**config.mk**
```make
export PLATFORM = sky130hd
export DESIGN_NAME = fp_add_sub_pipe
export DESIGN_NICKNAME = d
export VERILOG_FILES = /design/src/rtl/fp_add_sub_pipe.sv
export SDC_FILE = /design/constraint.sdc
export NUM_CORES = 1
export LEC_CHECK = 0
export CAP_MARGIN = 20
export CORE_ASPECT_RATIO = 0.5
export CORE_MARGIN = 1
export CORE_UTILIZATION = 25
export CTS_CLUSTER_DIAMETER = 30
export DETAILED_ROUTE_END_ITERATION = 7
export PLACE_DENSITY = 0.41
export RECOVER_POWER = 50
export SYNTH_ARGS = -nofsm -noshare
export SYNTH_HDL_FRONTEND = slang
export SYNTH_SLANG_ARGS = --single-unit
export TNS_END_PERCENT = 1
```
**constraint.sdc**
```tcl
create_clock -name clk -period 4.85 [get_ports clk]
set_input_delay 0.97 -clock clk [delete_from_list [all_inputs] [get_ports clk]]
set_output_delay 0.97 -clock clk [all_outputs]
set_load 0.01 [all_outputs]
```
**src/rtl/fp_add_sub_pipe.sv**
```systemverilog
`default_nettype none
// ============================================================================
// fp_add_sub_pipe : 3-stage flush-to-zero IEEE-754 adder/subtractor, valid/ready
// Option: define FP_ADD_SUB_RNE_EN for round-to-nearest-even, else truncation.
// Rev 1.0
// ============================================================================
module fp_add_sub_pipe #(
    parameter int EXP_W = 8,
    parameter int MTS_W = 23
) (
    input  logic                 clk,
    input  logic                 rst_n,
    input  logic                 in_valid,
    output logic                 in_ready,
    input  logic [EXP_W+MTS_W:0] a,
    input  logic [EXP_W+MTS_W:0] b,
    input  logic                 sub,
    output logic                 out_valid,
    input  logic                 out_ready,
    output logic [EXP_W+MTS_W:0] result,
    output logic                 is_zero,
    output logic                 overflow,
    output logic                 invalid
);
    localparam int W     = 1 + EXP_W + MTS_W;
    localparam int FW    = MTS_W + 4;
    localparam int LZC_W = $clog2(FW + 2);
    localparam int EW    = EXP_W + 2;
    localparam logic [EXP_W-1:0]     EMAX   = {EXP_W{1'b1}};
    localparam logic signed [EW-1:0] EMAX_S = EW'(EMAX);
    localparam logic [1:0] SP_NONE = 2'd0;
    localparam logic [1:0] SP_NAN  = 2'd1;
    localparam logic [1:0] SP_INF  = 2'd2;
`ifdef FP_ADD_SUB_RNE_EN
    localparam logic RNE = 1'b1;
`else
    localparam logic RNE = 1'b0;
`endif

    logic adv;
    assign adv      = !out_valid || out_ready;
    assign in_ready = adv;

    // ---------------- S1: order, align, classify ----------------
    logic             sb, sx, sy, a_ge_b;
    logic             a_nan, a_inf, b_nan, b_inf;
    logic [W-2:0]     mag_a, mag_b;
    logic [EXP_W-1:0] ex, ey, diff;
    logic [MTS_W-1:0] mx, my;
    logic [FW-1:0]    fy, fx1_d, fy1_d;
    logic [1:0]       sp1_d;
    logic             esub1_d, infs1_d;

    always_comb begin
        sb     = b[W-1] ^ sub;
        mag_a  = (a[W-2:MTS_W] == '0) ? '0 : a[W-2:0];
        mag_b  = (b[W-2:MTS_W] == '0) ? '0 : b[W-2:0];
        a_ge_b = mag_a >= mag_b;
        {sx, ex, mx} = a_ge_b ? a : {sb, b[W-2:0]};
        {sy, ey, my} = a_ge_b ? {sb, b[W-2:0]} : a;
        fx1_d = (ex == '0) ? '0 : {1'b1, mx, 3'b000};
        fy    = (ey == '0) ? '0 : {1'b1, my, 3'b000};
        diff  = ex - ey;
        if (32'(diff) >= 32'(FW - 1)) begin
            fy1_d = {{(FW-1){1'b0}}, |fy};
        end else begin
            fy1_d    = fy >> diff;
            fy1_d[0] = fy1_d[0] | (|(fy & ~({FW{1'b1}} << diff)));
        end
        esub1_d = sx ^ sy;
        a_nan   = (a[W-2:MTS_W] == EMAX) && (a[MTS_W-1:0] != '0);
        a_inf   = (a[W-2:MTS_W] == EMAX) && (a[MTS_W-1:0] == '0);
        b_nan   = (b[W-2:MTS_W] == EMAX) && (b[MTS_W-1:0] != '0);
        b_inf   = (b[W-2:MTS_W] == EMAX) && (b[MTS_W-1:0] == '0);
        infs1_d = a_inf ? a[W-1] : sb;
        if (a_nan || b_nan || (a_inf && b_inf && (a[W-1] != sb)))
            sp1_d = SP_NAN;
        else if (a_inf || b_inf)
            sp1_d = SP_INF;
        else
            sp1_d = SP_NONE;
    end

    logic             v1_q, sx1_q, esub1_q, infs1_q;
    logic [EXP_W-1:0] e1_q;
    logic [FW-1:0]    fx1_q, fy1_q;
    logic [1:0]       sp1_q;

    // ---------------- S2: add/subtract, leading-zero count ----------------
    function automatic logic [LZC_W-1:0] lzc(input logic [FW:0] v);
        logic [LZC_W-1:0] n;
        n = LZC_W'(FW + 1);
        for (int i = 0; i <= FW; i++)
            if (v[i]) n = LZC_W'(FW - i);
        return n;
    endfunction

    logic [FW:0]      sum2_d;
    logic [LZC_W-1:0] lzc2_d;

    always_comb begin
        sum2_d = esub1_q ? ({1'b0, fx1_q} - {1'b0, fy1_q})
                         : ({1'b0, fx1_q} + {1'b0, fy1_q});
        lzc2_d = lzc(sum2_d);
    end

    logic             v2_q, s2_q, esub2_q, infs2_q;
    logic [EXP_W-1:0] e2_q;
    logic [FW:0]      sum2_q;
    logic [LZC_W-1:0] lzc2_q;
    logic [1:0]       sp2_q;

    // ---------------- S3: normalise, round, pack ----------------
    logic [LZC_W-1:0]       sh;
    logic [FW-1:0]          norm;
    logic signed [EW-1:0]   e_n, e_r;
    logic                   inc;
    logic [MTS_W+1:0]       rnd;
    logic [MTS_W-1:0]       mts;
    logic [W-1:0]           res3_d;
    logic                   zero3_d, ovf3_d, inv3_d;

    always_comb begin
        sh = lzc2_q - LZC_W'(1);
        if (sum2_q[FW]) begin
            norm    = sum2_q[FW:1];
            norm[0] = sum2_q[1] | sum2_q[0];
            e_n     = EW'(e2_q) + EW'(1);
        end else begin
            norm = sum2_q[FW-1:0] << sh;
            e_n  = EW'(e2_q) - EW'(sh);
        end
        // norm[2:0] are guard/round/sticky; truncation never increments.
        inc = RNE & norm[2] & (norm[1] | norm[0] | norm[3]);
        rnd = {1'b0, norm[FW-1:3]} + (MTS_W+2)'(inc);
        if (rnd[MTS_W+1]) begin
            mts = rnd[MTS_W:1];
            e_r = e_n + EW'(1);
        end else begin
            mts = rnd[MTS_W-1:0];
            e_r = e_n;
        end
        res3_d = '0;
        ovf3_d = 1'b0;
        inv3_d = 1'b0;
        if (sp2_q == SP_NAN) begin
            res3_d = {1'b0, EMAX, 1'b1, {(MTS_W-1){1'b0}}};
            inv3_d = 1'b1;
        end else if (sp2_q == SP_INF) begin
            res3_d = {infs2_q, EMAX, {MTS_W{1'b0}}};
        end else if (sum2_q == '0) begin
            res3_d = {s2_q & !esub2_q, {(W-1){1'b0}}};
        end else if (e_r >= EMAX_S) begin
            res3_d = {s2_q, EMAX, {MTS_W{1'b0}}};
            ovf3_d = 1'b1;
        end else if (e_r[EW-1] || (e_r == '0)) begin
            res3_d = {s2_q, {(W-1){1'b0}}};
        end else begin
            res3_d = {s2_q, e_r[EXP_W-1:0], mts};
        end
        zero3_d = (res3_d[W-2:0] == '0);
    end

    logic         v3_q, zero3_q, ovf3_q, inv3_q;
    logic [W-1:0] res3_q;

    always_ff @(posedge clk or negedge rst_n) begin
        if (!rst_n) begin
            v1_q    <= 1'b0;  sx1_q   <= 1'b0;  esub1_q <= 1'b0;  infs1_q <= 1'b0;
            e1_q    <= '0;    fx1_q   <= '0;    fy1_q   <= '0;    sp1_q   <= SP_NONE;
            v2_q    <= 1'b0;  s2_q    <= 1'b0;  esub2_q <= 1'b0;  infs2_q <= 1'b0;
            e2_q    <= '0;    sum2_q  <= '0;    lzc2_q  <= '0;    sp2_q   <= SP_NONE;
            v3_q    <= 1'b0;  res3_q  <= '0;    zero3_q <= 1'b0;
            ovf3_q  <= 1'b0;  inv3_q  <= 1'b0;
        end else if (adv) begin
            v1_q    <= in_valid;  sx1_q   <= sx;       esub1_q <= esub1_d;  infs1_q <= infs1_d;
            e1_q    <= ex;        fx1_q   <= fx1_d;    fy1_q   <= fy1_d;    sp1_q   <= sp1_d;
            v2_q    <= v1_q;      s2_q    <= sx1_q;    esub2_q <= esub1_q;  infs2_q <= infs1_q;
            e2_q    <= e1_q;      sum2_q  <= sum2_d;   lzc2_q  <= lzc2_d;   sp2_q   <= sp1_q;
            v3_q    <= v2_q;      res3_q  <= res3_d;   zero3_q <= zero3_d;
            ovf3_q  <= ovf3_d;    inv3_q  <= inv3_d;
        end
    end

    assign out_valid = v3_q;
    assign result    = res3_q;
    assign is_zero   = zero3_q;
    assign overflow  = ovf3_q;
    assign invalid   = inv3_q;

endmodule
`default_nettype wire
```
==> results of run 1 <==
==> worst paths after layout <==
kind                       startpoint          to  slack, ns  cells past startpoint
max reg2reg                  fy1_q[0]   lzc2_q[0]       0.12                     18
max                             b[26]    fy1_q[0]      -0.67                     25
min                              v2_q   out_valid       0.46                      1
min reg2reg                      v2_q   out_valid       0.46                      1
min in group asynchronous       rst_n  result[30]       1.23                      1
max in group asynchronous       rst_n   fy1_q[17]       1.08                      2
==> layout by cell type, fill, tap and decap left out, types with 21 or more instances in the layout <==
master / count
buf_4: 302
nor2b_1: 29
nor4_1: 22
clkdlybuf4s50_1: 91
nand3_1: 47
nor2_1: 156
xnor2_1: 44
nand4_1: 21
a31oi_1: 28
nor3_1: 38
a211oi_1: 24
o21ai_0: 129
mux2i_1: 90
ha_1: 55
and2_1: 23
nand2_1: 328
inv_1: 43
a21oi_1: 96
dfrtp_1: 148
==> metrics by stage <==
| stage | utilization (%) | power [W] | setup WS (ns) | TNS, ns |
|---|---|---|---|---|
| 2_1_floorplan | - | 0.006474 | -1.367 | -38.71 |
| 3_3_place_gp | 32.98 | 0.008950 | -1.368 | -43.81 |
| 3_5_place_dp | 32.98 | 0.008956 | -1.406 | -41.77 |
| 4_1_cts | 34.43 | 0.01049 | -0.7924 | -15.67 |
| 5_1_grt | 35.24 | 0.01140 | -0.9023 | -18.84 |
| 6_report | 35.24 | 0.01051 | -0.6716 | -13.01 |
==> sequential cells by signal (all words and copies together), names as in the netlist, 2 cells and up <==
register  cells
sum2_q       28
fy1_q        27
lzc2_q        5
result       32
sp2_q         2
fx1_q        24
sp1_q         2
e1_q          8
e2_q          8
==> power by group through the flow <==
stage          registers (W)  clock network [W]  logic [W]
4_1_cts              0.00211            0.00147    0.00691
3_5_place_dp         0.00214                  0    0.00682
3_3_place_gp         0.00213                  0    0.00682
2_1_floorplan        0.00196                  0    0.00451
5_1_grt              0.00218            0.00154    0.00769
6_report             0.00212            0.00144    0.00695
==> routing by layer <==
metal	global-route usage, %	vias to the layer above	wire [µm]
li1	-	7476	-
met1	29.24	7340	30070
met2	30.81	288	25640
met3	1.636	44	1834
met4	3.236	0	839
met5	0	-	0
==> layout make-up <==
cell class	count	share of cell area, %
clock buffer	17	2.152
clock inverter	15	1.013
inverter	46	0.8734
multi-input combinational	1554	53.66
sequential	148	18.73
tap	756	4.785
timing repair buffer	428	18.78
==> worst max-delay path, cell delays in order <==
cell and delay (ns):
clkdlybuf4s50_1 0.43, nor2_2 0.13, nand4_1 0.21, buf_6 0.20, clkbuf_16 0.17, nand2_1 0.08, ha_1 0.22, nand4_1 0.19
nor4_4 0.08, a2111oi_4 0.26, buf_4 0.19, a21oi_4 0.06, nor2_4 0.13, mux2i_1 0.21, ha_2 0.23, nor4_1 0.06
a21oi_1 0.21, o221ai_4 0.18, or3_4 0.47, or3_1 0.38, o21ai_0 0.08, o211ai_1 0.17, a221oi_4 0.35, a2111oi_4 0.07
a31oi_1 0.17
==> what timing repair did <==
action,in CTS,in global routing
setup endpoints to repair,27,57
pin swaps,18,27
setup buffers,1,7
hold endpoints to repair,0,0
gates cloned,1,2
gates resized for setup,36,69
==> cell families (layout without fill, tap and decap cells) <==
family                   count (synthesis)  after routing  share of synthesized area, %
multiplexers                           123            123                         10.33
buffers and inverters                  163            506                         4.465
flip-flops                             148            148                         25.82
AO/OA/AOI/OAI                          507            507                         23.90
XOR/XNOR                                66             66                         4.029
AND/OR/NAND/NOR                        787            788                         25.33
adder cells (fa/ha/maj)                 70             70                         6.140
==> results.py, run 1 <==
metrics = {
    "clocking": {
        "cts_buffers": 17,
        "path_clk_slew_ns": 0.08,
        "cts_max_path_buffers": 2,
        "cts_tree": "done",
        "cts_root_buffer": "clkbuf_16",
        "cts_sinks": 148,
        "clock_latency_ns": 0.45,
        "hold_buffers": 0,
        "htreeDepth": 4,
    },
    "finish": {
        "syn2layout_area_growth_pct": 37.80,
        "fin_area_mm2": 0.01977,
        "diodes": 0,
        "drive_gt1_share_pct": 23.19,
        "regArea_mm2": 0.003704,
        "multi_input_area_mm2": 0.01061,
        "nFillCells": 5945,
        "nets": 2333,
        "final_cells": 2964,
    },
    "power_and_ir_drop": {
        "vdd_drop_max_mv": 0.2994,
        "p_sw_w": 0.005087,
        "clkPwrFrac_pct": 13.7,
        "power_frac_comb_pct": 66.2,
        "pwr-share-seq_pct": 20.2,
        "p_leak_nw": 8.599,
        "power_density_mw_per_mm2": 531.6,
        "p_int_w": 0.005422,
        "p_sw_share_pct": 48.41,
    },
    "die": {
        "core-area_mm2": 0.05610,
        "boundaryPins": 106,
        "dieArea_mm2": 0.05841,
        "rows": 61,
        "die_x_um": 340.8,
        "die_h_um": 171.4,
        "initial_core_util_pct": 25.57,
    },
    "synthesis": {
        "synth_ff_type": "dfrtp_1",
        "synthTopCellsByCount": "341 x nand2_1, 160 x nor2_1, 148 x dfrtp_1, 134 x o21ai_0, 102 x a21oi_1",
        "synth_edf_count": 0,
        "netlist_top_cells_area": "dfrtp_1 26%, nand2_1 8.9%, mux2i_1 6.6%",
        "ys_seq_area_share_pct": 25.82,
        "yosys_register_bits": 148,
        "yosys_warnings": 0,
        "syn_inst": 1864,
        "syn_avg_cell_area_um2": 7.696,
        "synthMostInstantiatedCell": "nand2_1",
        "syn_nets": 2002,
        "async_flop_share_pct": 100.0,
        "synth_top_area_share_pct": 25.82,
        "synth_top_area_cell": "dfrtp_1",
        "ys_types": 100,
        "syn_area_mm2": 0.01435,
    },
    "global_routing": {
        "antenna_found_initial": 1,
        "globalRouteTotalUtil_pct": 19.57,
        "grt_pass1_wl_um": 88800,
        "grt_overflow": 0,
        "grt_max_degree": 121,
        "grt_pass1_vias": 14550,
    },
    "timing": {
        "drv_slew": 153,
        "finalHoldViolCount": 0,
        "setup_violations": 27,
        "finalClockSkew_ns": 0.01475,
        "worst_slew_pin_slew_ns": 2.373,
        "fmax_mhz": 181.1,
        "finalCritPeriodShare_pct": 113.8,
        "rsz0062_at_grt": "true",
        "period_minus_slack_ns": 5.522,
        "max_slew_margin_pct": -58.23,
        "hold_slack_ns": 0.4623,
        "worst_slack_ns": -0.6716,
    },
    "drt": {
        "wl_per_cell_um": 19.70,
        "vias": 15150,
        "antenna_left": 0,
        "finalWirelength_um": 58380,
        "drc": 0,
        "drt_iter0_drc": 956,
        "viasPerCell": 5.111,
        "dr.pass1.iters": 5,
    },
    "placed_design": {
        "gp_congestion": 0.8933,
        "dpl_cell_area_mm2": 0.01850,
        "place.port_buffers": 105,
        "placedCellCount": 2921,
        "dp_hpwl_um": 45050,
    },
    "setup_path": {
        "cp.required_ns": 5.23,
        "crit_path_max_fanout": 10,
        "startpoint_type": "primary input",
        "crit_arrival_ns": 5.90,
        "crit_type": "in2reg",
        "critPathCaptureType": "flip-flop",
    },
    "status": {
        "failed_checks": "max-capacitance violations, max-slew violations, negative setup slack",
        "outcome": "complete, but fails checks",
    },
    "run": {
        "max_cap_viol_count": 3,
    },
    "worst_hold_path": {
        "holdCritPathClass": "reg2reg",
    },
}
Note: power is estimated with default switching activity, not from simulation.
==> run 2: changes to the inputs <==
--- a/config.mk
+++ b/config.mk
@@ -8,10 +8,10 @@
 export CAP_MARGIN = 20
 export CORE_ASPECT_RATIO = 0.5
 export CORE_MARGIN = 1
-export CORE_UTILIZATION = 25
+export CORE_UTILIZATION = 27
 export CTS_CLUSTER_DIAMETER = 30
 export DETAILED_ROUTE_END_ITERATION = 7
-export PLACE_DENSITY = 0.41
+export PLACE_DENSITY = 0.42
 export RECOVER_POWER = 50
 export SYNTH_ARGS = -nofsm -noshare
 export SYNTH_HDL_FRONTEND = slang
==> constraint.sdc (replaced) <==
create_clock -name clk -period 6.9 [get_ports clk]
set_input_delay 1.38 -clock clk [delete_from_list [all_inputs] [get_ports clk]]
set_output_delay 1.38 -clock clk [all_outputs]
set_load 0.01 [all_outputs]
==> results.py, run 2 (synthesis results as in run 1) <==
metrics = {
    "timing": {
        "finalClockSkew_ns": 0.01551,
        "max_slew_margin_pct": -191.6,
        "setup_violations": 0,
        "finalCritPeriodShare_pct": 91.91,
        "rsz0062_at_grt": "false",
        "worst_slew_pin_slew_ns": 4.374,
        "finalHoldViolCount": 0,
        "fin_tns_setup_ns": 0,
        "hold_slack_ns": 0.4553,
        "period_minus_slack_ns": 6.342,
        "fmax_mhz": 157.7,
        "drv_slew": 202,
    },
    "global_routing": {
        "grt_pass1_wl_um": 83880,
        "gr-usage-met1_pct": 29.57,
        "grt_overflow": 0,
        "antenna_found_initial": 1,
        "use_met2_pct": 30.05,
        "grt_pass1_vias": 13470,
        "met3_usage_pct": 3.363,
        "grt_max_degree": 92,
        "grt.busiest_layer": "met2",
        "globalRouteTotalUtil_pct": 20.03,
    },
    "power_and_ir_drop": {
        "vdd_drop_max_mv": 0.1992,
        "total_power_w": 0.006902,
        "p_leak_nw": 7.210,
        "power_density_mw_per_mm2": 401.8,
    },
    "setup_path": {
        "cpMostUsedCell": "nand2_1",
        "crit_path_max_fanout": 28,
        "cp_slowest_cell": "a2111oi_4",
        "critPathCaptureType": "flip-flop",
        "cp.required_ns": 7.28,
        "crit_arrival_ns": 6.73,
        "slowest_delay_ns": 0.47,
        "crit_type": "in2reg",
        "critPathTopFamily": "simple AND/OR/NAND/NOR gates",
        "startpoint_type": "primary input",
        "crit_buf_inv": 5,
    },
    "finish": {
        "diodes": 0,
        "drive_gt1_share_pct": 9.710,
        "final_common_cell": "nand2_1",
        "largest_register_ffs": 32,
        "nFillCells": 5628,
        "fin_area_mm2": 0.01718,
        "final_cell_mix": "340 x nand2_1, 159 x nor2_1, 148 x dfrtp_1",
        "syn2layout_area_growth_pct": 19.73,
        "final_cells": 2668,
        "nets": 2093,
    },
    "placed_design": {
        "dp_hpwl_um": 41630,
        "gp_congestion": 0.8731,
        "place.port_buffers": 105,
        "dpl_cell_area_mm2": 0.01657,
        "placedCellCount": 2637,
    },
    "clocking": {
        "cts_resized": 0,
        "htreeDepth": 4,
        "cts_tree": "done",
        "post_cts_buffers": 0,
        "cts_sinks": 148,
        "hold_buffers": 0,
        "path_clk_slew_ns": 0.07,
        "cts_root_buffer": "clkbuf_16",
        "clock_latency_ns": 0.45,
        "cts_max_path_buffers": 2,
        "cts_buffers": 17,
    },
    "drt": {
        "drt_iter0_drc": 1152,
        "finalWirelength_um": 54120,
        "vias": 14280,
        "wl_per_cell_um": 20.28,
        "antenna_left": 0,
        "dr.pass1.iters": 5,
        "drc": 0,
        "viasPerCell": 5.351,
    },
    "run": {
        "max_cap_viol_count": 3,
    },
    "die": {
        "die_h_um": 165.0,
        "rows": 59,
        "core-area_mm2": 0.05219,
        "initial_core_util_pct": 27.49,
        "die_x_um": 328.0,
        "dieArea_mm2": 0.05412,
        "boundaryPins": 106,
    },
    "status": {
        "failed_checks": "max-capacitance violations, max-slew violations",
        "outcome": "complete, but fails checks",
    },
    "worst_hold_path": {
        "holdCritPathClass": "reg2reg",
    },
}
-- run 2: worst register-to-register path, stage by stage, from the launching register on --
cell and delay (ns):
dfrtp_1 0.51, inv_1 0.23, ha_1 0.29, nand3b_1 0.19, nor4_1 0.31, nand2b_1 0.17
o21bai_1 0.18, xor2_1 0.19, ha_1 0.32, a21o_1 0.19, a21o_1 0.18, a211oi_1 0.27
and2_1 0.21, a211oi_1 0.12, a311o_1 0.43, and3_1 0.18, or4_1 0.50, nand4_1 0.19
nor2_1 0.11, nand2_1 0.12, o21ai_0 0.09
-- run 2: layer usage --
layer / share of wire [%] / routed length [µm] / vias up
met2: 43 / 23040 / 375
met4: 1.6 / 851 / 2
li1: - / - / 7000
met5: 0.052 / 28 / -
met1: 51 / 27350 / 6858
met3: 5.3 / 2848 / 41
-- run 2: worst paths after layout --
kind	from	endpoint	slack, ns	depth (start not counted)
worst max-delay path	a[25]	fy1_q[7]	0.56	25
min in group asynchronous	rst_n	result[16]	2.71	1
worst max register to register	fy1_q[0]	lzc2_q[2]	1.78	20
max in group asynchronous	rst_n	e1_q[7]	1.34	2
worst min-delay path	v2_q	out_valid	0.46	1
worst min register to register	v2_q	out_valid	0.46	1
-- run 2: area by class of cell --
type | count | area [µm²] | share of cell area, %
clock buffer | 19 | 442.9 | 2.579
inverter | 46 | 172.7 | 1.005
tap | 701 | 877.1 | 5.106
multi-input combinational | 1553 | 10070 | 58.65
timing repair buffer | 189 | 1737 | 10.11
sequential | 148 | 3704 | 21.56
clock inverter | 12 | 170.2 | 0.9907
-- run 2: metrics by stage --
stage / setup slack [ns] / utilization (%)
2_1_floorplan: 0.04281 / -
3_3_place_gp: 0.03811 / 31.75
3_5_place_dp: 0.1157 / 31.75
4_1_cts: 0.5748 / 32.93
5_1_grt: 0.09400 / 32.91
6_report: 0.5585 / 32.91
-- run 2: where the power goes --
group,switching [W],internal (W)
clock network,0.000413,0.000585
registers,0.000321,0.00115
logic,0.00266,0.00178
==> run 3: changes to the inputs <==
--- a/config.mk
+++ b/config.mk
@@ -8,10 +8,10 @@
 export CAP_MARGIN = 20
 export CORE_ASPECT_RATIO = 0.5
 export CORE_MARGIN = 1
-export CORE_UTILIZATION = 27
+export CORE_UTILIZATION = 33
 export CTS_CLUSTER_DIAMETER = 30
 export DETAILED_ROUTE_END_ITERATION = 7
-export PLACE_DENSITY = 0.42
+export PLACE_DENSITY = 0.49
 export RECOVER_POWER = 50
 export SYNTH_ARGS = -nofsm -noshare
 export SYNTH_HDL_FRONTEND = slang
==> results.py, run 3 (synthesis results as in run 1) <==
metrics = {
    "clocking": {
        "post_cts_buffers": 0,
        "hold_buffers": 0,
        "cts_buffers": 17,
        "cts_max_path_buffers": 2,
        "cts_root_buffer": "clkbuf_16",
        "cts_sinks": 148,
        "cts_tree": "done",
        "cts_resized": 0,
        "clock_latency_ns": 0.43,
        "path_clk_slew_ns": 0.07,
        "htreeDepth": 4,
    },
    "placed_design": {
        "dp_hpwl_um": 38600,
        "gp_congestion": 0.9160,
        "place.port_buffers": 105,
        "dpl_cell_area_mm2": 0.01633,
        "dp_slack_ns": 0.1615,
    },
    "power_and_ir_drop": {
        "vdd_drop_max_mv": 0.1646,
        "total_power_w": 0.006805,
        "p_leak_nw": 7.096,
        "power_density_mw_per_mm2": 403.6,
    },
    "finish": {
        "final_common_cell": "nand2_1",
        "largest_register_ffs": 32,
        "syn2layout_area_growth_pct": 17.53,
        "multi_input_area_mm2": 0.01007,
        "diodes": 0,
        "final_cell_mix": "340 x nand2_1, 159 x nor2_1, 148 x dfrtp_1",
        "drive_gt1_share_pct": 9.151,
        "nets": 2082,
        "regArea_mm2": 0.003704,
        "fin_area_mm2": 0.01686,
        "nFillCells": 4444,
    },
    "global_routing": {
        "grt_pass1_vias": 13340,
        "globalRouteTotalUtil_pct": 22.98,
        "grt_overflow": 0,
        "antenna_found_initial": 2,
        "grt_pass1_wl_um": 80390,
        "grt_max_degree": 135,
    },
    "timing": {
        "finalClockSkew_ns": 0.01698,
        "fin_tns_setup_ns": 0,
        "finalHoldViolCount": 0,
        "worst_slew_pin_slew_ns": 4.327,
        "max_slew_margin_pct": -188.5,
        "finalCritPeriodShare_pct": 91.88,
        "period_minus_slack_ns": 6.339,
        "drv_slew": 326,
        "setup_violations": 0,
        "rsz0062_at_grt": "false",
        "hold_slack_ns": 0.4574,
        "fmax_mhz": 157.7,
        "worst_slack_ns": 0.5605,
    },
    "setup_path": {
        "startpoint": "a[25]",
        "crit_arrival_ns": 6.65,
        "r2r-start": "lzc2_q[0]",
        "crit_type": "in2reg",
        "startpoint_type": "primary input",
        "cp.required_ns": 7.21,
        "critPathCaptureType": "flip-flop",
        "crit_path_max_fanout": 26,
    },
    "die": {
        "rows": 53,
        "die_x_um": 296.9,
        "core-area_mm2": 0.04244,
        "die_h_um": 149.4,
        "boundaryPins": 106,
        "initial_core_util_pct": 33.80,
        "dieArea_mm2": 0.04436,
    },
    "worst_hold_path": {
        "holdCritPathClass": "reg2reg",
        "holdCritStartpoint": "v2_q",
    },
    "drt": {
        "vias": 14380,
        "antenna_left": 0,
        "dr.pass1.iters": 5,
        "drc": 0,
        "viasPerCell": 5.678,
        "wl_per_cell_um": 20.14,
        "finalWirelength_um": 51030,
        "drt_iter0_drc": 1518,
    },
    "status": {
        "outcome": "complete, but fails checks",
        "failed_checks": "max-capacitance violations, max-slew violations",
    },
    "run": {
        "max_cap_viol_count": 4,
    },
}
run 3: cell type report:
class | count | area share (%)
clock inverters | 12 | 0.7124
repair buffers | 178 | 9.691
multi-input cells | 1553 | 59.70
well taps | 577 | 4.282
flip-flops and latches | 148 | 21.96
inverters | 46 | 1.024
clock buffers | 19 | 2.627
run 3: final timing paths:
check	endpoint	slack [ns]	depth (start not counted)
min in group asynchronous	invalid	2.45	1
setup / recovery	fy1_q[3]	0.56	24
max in group asynchronous	result[8]	1.20	2
hold / removal	v2_q	0.46	2
setup reg to reg	result[16]	1.76	18
hold reg to reg	v2_q	0.46	2
run 3: worst max-delay path: stages:
cell and delay (ns):
clkdlybuf4s50_1 0.45, nor4_1 0.32, nand2_1 0.09, buf_4 0.23, and2_1 0.25, ha_1 0.31
nand4_1 0.11, nor4_1 0.48, a2111oi_4 0.11, buf_4 0.18, a21o_1 0.21, buf_4 0.17
a211oi_1 0.37, buf_4 0.20, o221ai_1 0.13, xnor2_1 0.17, buf_4 0.15, a2bb2oi_4 0.32
buf_4 0.21, nor3_1 0.05, a31oi_1 0.17, buf_4 0.16, nor3b_1 0.05, a211o_1 0.36
run 3: per-layer routing:
layer	share of wire, %	track usage [%]	vias to the layer above	wire length [µm]
li1	-	-	6976	-
met2	42	34.15	436	21610
met5	0	0	-	0
met4	1.5	4.794	0	766
met1	51	35.16	6921	25850
met3	5.5	2.846	50	2804
run 3: where the power goes:
part,internal [W],switching [W]
Combinational,0.00177,0.00265
Clock,0.000510,0.000406
Sequential,0.00115,0.000322
Total,0.00343,0.00338
run 3: metrics by stage:
step                utilization, %  std cells
floorplan                        -       1864
global placement             38.49       2502
detailed placement           38.49       2502
CTS                          39.81       2533
global route                 39.73       2533
finish                       39.73       2533
